[src/rtl/uart_tx_serializer.sv]
// UART transmit back end: one-word holding register (THR) feeding a shift register (TSR)
// that serialises start/data/parity/stop bits LSB-first, paced by an oversampled baud tick.
module uart_tx_serializer #(
   parameter int OVERSAMPLE = 16
) (
   input  logic       i_clk,
   input  logic       i_rst,
   input  logic       i_baud_tick16,
   input  logic [1:0] i_word_length,
   input  logic       i_parity_en,
   input  logic       i_stop_bits,
   input  logic       i_break_ctrl,
   input  logic [8:0] i_tx_data,
   input  logic       i_tx_flag,
   output logic       o_txd,
   output logic       o_thr_empty,
   output logic       o_tsr_empty
);

   localparam logic [3:0] C_FULL_END = 4'(OVERSAMPLE - 1);
   localparam logic [3:0] C_HALF_END = 4'(OVERSAMPLE / 2 - 1);

   typedef enum logic [2:0] {S_IDLE, S_START, S_DATA, S_PARITY, S_STOP} state_t;

   state_t     r_state;
   logic [8:0] r_thr;
   logic       r_thr_empty;
   logic [8:0] r_tsr;
   logic [3:0] r_tick_cnt;
   logic [3:0] r_bit_cnt;
   logic [1:0] r_wl;
   logic       r_pen;
   logic       r_stop;
   logic       r_par;
   logic       r_txd;
   logic       r_tsr_empty;

   state_t     w_state_n;
   logic [8:0] w_tsr_n;
   logic [3:0] w_tick_n;
   logic [3:0] w_bit_n;
   logic       w_xfer;
   logic       w_thr_empty_n;
   logic       w_line_n;
   logic       w_bit_end;
   logic       w_last_data;
   logic [3:0] w_stop_last;
   logic [3:0] w_par_idx;

   // Stop is timed in half-bit units so 1.5 stop bits needs no wider counter.
   assign w_bit_end   = i_baud_tick16 &&
                        (r_tick_cnt == ((r_state == S_STOP) ? C_HALF_END : C_FULL_END));
   assign w_last_data = (r_bit_cnt == (4'd4 + {2'b00, r_wl}));
   assign w_stop_last = !r_stop ? 4'd1 : ((r_wl == 2'b00) ? 4'd2 : 4'd3);
   assign w_par_idx   = 4'd5 + {2'b00, i_word_length};

   always_comb begin
      w_state_n = r_state;
      w_tick_n  = r_tick_cnt;
      w_bit_n   = r_bit_cnt;
      w_tsr_n   = r_tsr;
      w_xfer    = 1'b0;
      if (r_state != S_IDLE && i_baud_tick16)
         w_tick_n = w_bit_end ? 4'd0 : r_tick_cnt + 4'd1;
      case (r_state)
         S_IDLE:  w_xfer = !r_thr_empty;
         S_START: if (w_bit_end) begin
            w_state_n = S_DATA;
            w_bit_n   = 4'd0;
         end
         S_DATA: if (w_bit_end) begin
            w_tsr_n = r_tsr >> 1;
            if (w_last_data) begin
               w_bit_n   = 4'd0;
               w_state_n = r_pen ? S_PARITY : S_STOP;
            end else begin
               w_bit_n = r_bit_cnt + 4'd1;
            end
         end
         S_PARITY: if (w_bit_end) begin
            w_state_n = S_STOP;
            w_bit_n   = 4'd0;
         end
         S_STOP: if (w_bit_end) begin
            if (r_bit_cnt == w_stop_last) begin
               w_bit_n = 4'd0;
               if (!r_thr_empty) w_xfer = 1'b1;
               else              w_state_n = S_IDLE;
            end else begin
               w_bit_n = r_bit_cnt + 4'd1;
            end
         end
         default: w_state_n = S_IDLE;
      endcase
      if (w_xfer) begin
         w_state_n = S_START;
         w_tick_n  = 4'd0;
         w_bit_n   = 4'd0;
         w_tsr_n   = r_thr;
      end
      w_thr_empty_n = i_tx_flag ? 1'b0 : (w_xfer ? 1'b1 : r_thr_empty);
      // Line value is computed for the next state so txd can be a plain register.
      case (w_state_n)
         S_START:  w_line_n = 1'b0;
         S_DATA:   w_line_n = w_tsr_n[0];
         S_PARITY: w_line_n = r_par;
         default:  w_line_n = 1'b1;
      endcase
   end

   always_ff @(posedge i_clk) begin
      if (i_rst) begin
         r_state     <= S_IDLE;
         r_thr       <= '0;
         r_thr_empty <= 1'b1;
         r_tsr       <= '0;
         r_tick_cnt  <= '0;
         r_bit_cnt   <= '0;
         r_wl        <= '0;
         r_pen       <= 1'b0;
         r_stop      <= 1'b0;
         r_par       <= 1'b0;
         r_txd       <= 1'b1;
         r_tsr_empty <= 1'b1;
      end else begin
         r_state     <= w_state_n;
         r_tsr       <= w_tsr_n;
         r_tick_cnt  <= w_tick_n;
         r_bit_cnt   <= w_bit_n;
         r_thr_empty <= w_thr_empty_n;
         if (i_tx_flag) r_thr <= i_tx_data;
         if (w_xfer) begin
            r_wl   <= i_word_length;
            r_pen  <= i_parity_en;
            r_stop <= i_stop_bits;
            r_par  <= r_thr[w_par_idx];
         end
         r_txd       <= w_line_n & ~i_break_ctrl;
         r_tsr_empty <= (w_state_n == S_IDLE) && w_thr_empty_n;
      end
   end

   assign o_txd       = r_txd;
   assign o_thr_empty = r_thr_empty;
   assign o_tsr_empty = r_tsr_empty;

endmodule
[config.mk]
export PLATFORM = sky130hd
export DESIGN_NAME = uart_tx_serializer
export DESIGN_NICKNAME = d
export VERILOG_FILES = /design/src/rtl/uart_tx_serializer.sv
export SDC_FILE = /design/constraint.sdc
export NUM_CORES = 1
export LEC_CHECK = 0
export BUFFER_PORTS_ARGS = -buffer_cell sky130_fd_sc_hd__buf_2
export CORE_AREA = 2 2 89 91
export DETAILED_ROUTE_END_ITERATION = 10
export DIE_AREA = 0 0 91 93
export GPL_TIMING_DRIVEN = 0
export PLACE_DENSITY = 0.37
export SYNTH_ARGS = -nofsm -noshare
export SYNTH_HDL_FRONTEND = slang
export SYNTH_SLANG_ARGS = --single-unit
[constraint.sdc]
create_clock -name i_clk -period 2.3 [get_ports i_clk]
set_input_delay 0.46 -clock i_clk [delete_from_list [all_inputs] [get_ports i_clk]]
set_output_delay 0.46 -clock i_clk [all_outputs]
set_load 0.1 [all_outputs]
Word-level counts from Yosys, hierarchy flattened. Cells that the tools add are included.

$add $sub $neg: 4. Eq/ne operators: 13. Muxes and demuxes: 32. Bitwise gates (word level): 2. Magnitude comparators: 1. Reduce and logical (&&, ||, !) cells: 15.

Operators by type and width (count): $mux 4 (7); $mux 3 (9); $mux 9 (3); $pmux 3 s5 (1); $eq 3x2->1 const B (4); $pmux 4 s3 (1); $add 3x2->4 const A (2); $add 4x1->4 const B (2); $eq 4x4->1 (2); $mux 1 (7); $eq 3x1->1 const B (2); $logic_not 3->1 (2); $reduce_bool 3->1 (2); $lt 4x5->1 const B (1); $bmux 1 s4 (1); $eq 4x2->1 (1); $ne 2x2->1 const B (2); $reduce_and 4->1 (1); $reduce_bool 2->1 (2); $reduce_or 2->1 (2); $eq 3x3->1 const B (1); $logic_and 1x1->1 (3); $pmux 1 s3 (1); $logic_not 2->1 (1); 7 further kinds (7).

Bits of input ports: 18. Register bits: 37. Logic and storage cells: 80.

Depth between registers and ports, before layout.
Word-level depth: 11. Depth in mapped cells: 8. Mapped depth without buffers: 7.

Worst setup path before layout. No wires, ideal clock.

Path type: register to register. Start point: register r_thr_empty, in the netlist o_thr_empty. End point: register r_wl[0]. Period minus slack after synthesis: 2.125 ns. Data required time: 2.172 ns. Arrival: 1.998 ns. Cell stages (with the launch flop): 8. Buffers on the path: 2. Library setup time: 0.128 ns. Slack: 0.175 ns. Path through: dfxtp_1 -> nor3_1 -> nor4bb_1 -> a21oi_1 -> buf_2 -> buf_2 -> mux2i_1 -> nor2_1.

Cells in the longest elaborated chain, start to end: 4. Elaborated cells between the ends (all ways): 5. Those cells by class: 4 x mux; 1 x reduce/logical.

Ends and longest elaborated chain: start, declared (RTL line 27) `logic r_thr_empty;`; start signal, assigned (RTL line 130) `r_thr_empty <= w_thr_empty_n;`; $mux 1 (RTL line 87) `if (!r_thr_empty) w_xfer = 1'b1;`; $mux 1 (RTL line 85) `if (r_bit_cnt == w_stop_last) begin`; $mux 1 (RTL line 84) `S_STOP: if (w_bit_end) begin`; $pmux 1 s2 * (RTL line 65) `case (r_state)`; end signal, assigned (RTL line 133) `r_wl <= i_word_length;`; end, declared (RTL line 31) `logic [1:0] r_wl;`.

Mark *: on every way between the ends. The rest lies on a longest branch, timed or not. A chain may end at the register's enable or synchronous reset.

Worst setup path after layout.
Start point: register r_tick_cnt[0]. End point: register r_txd, in the netlist o_txd.

Cells in the longest elaborated chain, start to end: 8. Elaborated cells between the ends (all ways): 18. Those cells by class: 4 x eq/ne; 12 x mux; 1 x bitwise; 1 x reduce/logical.

Ends and longest elaborated chain: start, declared (RTL line 29) `logic [3:0] r_tick_cnt;`; start signal, assigned (RTL line 128) `r_tick_cnt <= w_tick_n;`; $eq 4x4->1 * (RTL line 52) `(r_tick_cnt == ((r_state == S_STOP) ? C_HALF_END : C_FULL_END));`; $logic_and 1x1->1 * (RTL line 51) `assign w_bit_end = i_baud_tick16 &&`; $mux 3 (tied with other cells) (RTL line 84); $pmux 3 s5 / $pmux 1 s2 (equally long branches) (RTL line 65); $mux 3 (RTL line 95) `if (w_xfer) begin`; $eq 3x2->1 / $eq 3x1->1 (equally long branches) (RTL line 103) `case (w_state_n)`; $pmux 1 s3 * (RTL line 103); $and 1x1->1 * (RTL line 138) `r_txd <= w_line_n & ~i_break_ctrl;`; end signal, assigned (RTL line 138); end, declared (RTL line 35) `logic r_txd;`.

Mark *: on every way between the ends. The rest lies on a longest branch, timed or not. The select of a mux whose other input is x is not followed.

==> results.md <==
- Syn Inst Count: 206
- Clk buf depth: 2
- Critical Path RT: 2.48 ns
- CTS sink cnt: 37
- Overall Power: 1.48 mW
- Final Cell Area: 2170 um^2
- Remaining global-route overflow: 0
- Commonest cells post-synth: 37 x dfxtp_1, 35 x nor2_1, 20 x mux2i_1, 14 x a21oi_1, 10 x nand2_1
- GP Congestion: 0.724
- Final setup viols: 0
- Hold WS: 0.392 ns
- Startpoint types: flip-flop
- Post-synth cell types: 39
- Drt total wl: 4320 um
- Mapped Area: 1830 um^2
- Cell taking the most area after synthesis: dfxtp_1
- Port bufs: 20
- CTS Buf Count: 5
- Ports: 21
- Slew Viols, Final: 0
- Die Span X: 91 um
- Most frequent cell after synthesis: dfxtp_1
- Die Area: 8460 um^2
- Fin crit share: 0.942
- Least-Margin Pin Slew: 0.759 ns
- Root buffer cell: clkbuf_8
- Unrepaired setup endpoints after global routing: false
- Syn_nets: 227
- Clk slew on worst S/H paths: 0.08 ns
- TritonCTS clock tree: built
- Post-DR wirelength/cell: 12.9 um
- Hold crit path type: primary input to flip-flop
- Synth top area cells: dfxtp_1 41%, mux2i_1 11%, nor2_1 7.2%
- Die height: 93 um
- Status: finished, final reports clean
- FFs w/ async S/R, synth: 0
- Final nets: 254
- Worst skew pair latency: 0.30 ns
- Syn Area/Cell: 8.87 um^2
- P_leak: 0.915 nW
- Max-cap violations: 0
- Number of synthesized flops with an enable pin: 0
- Initial DRC Count: 47
- Synth top area share: 0.405
- Seq/Total Area, Yosys: 0.405
- Pwr Density: 682 nW/um^2
- Yosys reg bits: 37
- Fin. Hold Viols: 0
- GRT Total Usage: 0.110
- # rows: 32
- Core area: 7530 um^2
- Post-DP HPWL: 3160 um
- Crit path max fanout: 9
- First-pass GRT wire length: 7360 um
- Worst slew margin: 0.494
- Initial Util: 0.243
- Placed Area: 2050 um^2
- Share of layout cells above drive strength 1: 0.171
- Final Util: 0.288
- N_diodes: 0
- Via count: 1497
- Fmax: 461 MHz
- Synth-to-layout area growth: 18.8%
- Synth Warn #: 0
- VDD IR max: 0.000175 V
- DRC: 0
- Detail Route Antenna Nets: 0
- Largest net degree at the start of global routing: 13
- Clk_skew: 0.0113 ns
- CTS HTree Levels: 2
- Vias/cell: 4.46
- Vias in the first global route: 1478
- Minimum clock period: 2.17 ns
- CP Capture Type: flip-flop
- TNS Setup: 0 ns
- Crit path DAT: 2.34 ns
- CP Class: flip-flop to flip-flop
- Initial antenna violation count: 0
- Pre-antenna DRT Iters: 4
- Most used DFF post-synth: dfxtp_1
## final timing paths
path                  from       end  slack, ns  cells after the start
max          r_tick_cnt[0]     o_txd       0.13                      8
max reg2reg  r_tick_cnt[0]     o_txd       0.13                      8
min reg2reg       r_tsr[8]  r_tsr[8]       0.48                      2
min           i_tx_data[0]  r_thr[0]       0.39                      3
## power breakdown
group,switching (mW),internal (mW),leakage [nW]
Combinational,0.122,0.0752,0.556
Clock,0.256,0.326,0.0554
Sequential,0.0235,0.676,0.303
Total,0.402,1.08,0.915
## metrics by stage
stage	setup slack [ns]	instances
global route	0.0120	336
floorplan	0.175	206
finish	0.133	336
CTS	0.0375	336
global placement	0.0618	328
detailed placement	0.0612	328
## sequential cells by signal (all words and copies together) (netlist names)
register	cells
r_tsr	9
r_state	3
r_par	1
r_pen	1
r_stop	1
r_wl	2
o_thr_empty	1
o_tsr_empty	1
r_tick_cnt	4
r_bit_cnt	4
r_thr	9
o_txd	1
## logic make-up after synthesis
family | synth area share
AND/OR/NAND/NOR | 0.250
adder cells (fa/ha/maj) | 0.0206
flip-flops | 0.405
multiplexers | 0.134
buffers and inverters | 0.0356
XOR/XNOR | 0.0288
AO/OA/AOI/OAI | 0.125
## cell usage in the layout, fill, tap and decap left out, types with 3 or more instances in the layout
cell / instances
nor3_1: 3
o21ai_0: 6
mux2i_1: 20
clkbuf_8: 5
dfxtp_1: 36
nand2_1: 10
clkbuf_1: 6
nand3b_1: 3
nand2b_1: 5
nand4_1: 3
nor2_1: 35
xnor2_1: 3
nor2b_1: 5
a21oi_1: 14
or3_1: 3
xor2_1: 3
nor3b_1: 3
buf_2: 24
nand4b_1: 3
a211oi_1: 9
nand3_1: 8
## routing by layer
| metal | vias up | GRT usage | wire length, um | part of all wire |
|---|---|---|---|---|
| met5 | - | 0 | 0 | 0 |
| met2 | 18 | 0.177 | 1910 | 0.44 |
| met1 | 689 | 0.144 | 2200 | 0.51 |
| met4 | 0 | 0.0455 | 85 | 0.020 |
| li1 | 784 | - | - | - |
| met3 | 6 | 0.0242 | 127 | 0.029 |
## what timing repair did
item                                    in CTS  in global routing
endpoints found under the setup margin       0                  1
hold endpoints to repair                     0                  0
resized for setup                            0                  2
hold buffers                                 0                  0
setup buffers                                0                  0
## worst max-delay path: stages, from the launching register on
cell and delay, ns:
dfxtp_2 0.36, ha_2 0.22, and4_1 0.23, nand2_1 0.10
or3_1 0.33, buf_6 0.17, mux2i_4 0.17, a211oi_1 0.08
or3_1 0.37
## layout make-up
type	count	area, um^2
inverters	1	3.75
multi-input cells	156	1020
repair buffers	20	100
clock buffers	6	72.6
flip-flops and latches	37	742
plain buffers	12	61.3
fillers	856	5360
well taps	102	128
clock inverters	2	38.8
(Power assumes the default switching activity.)
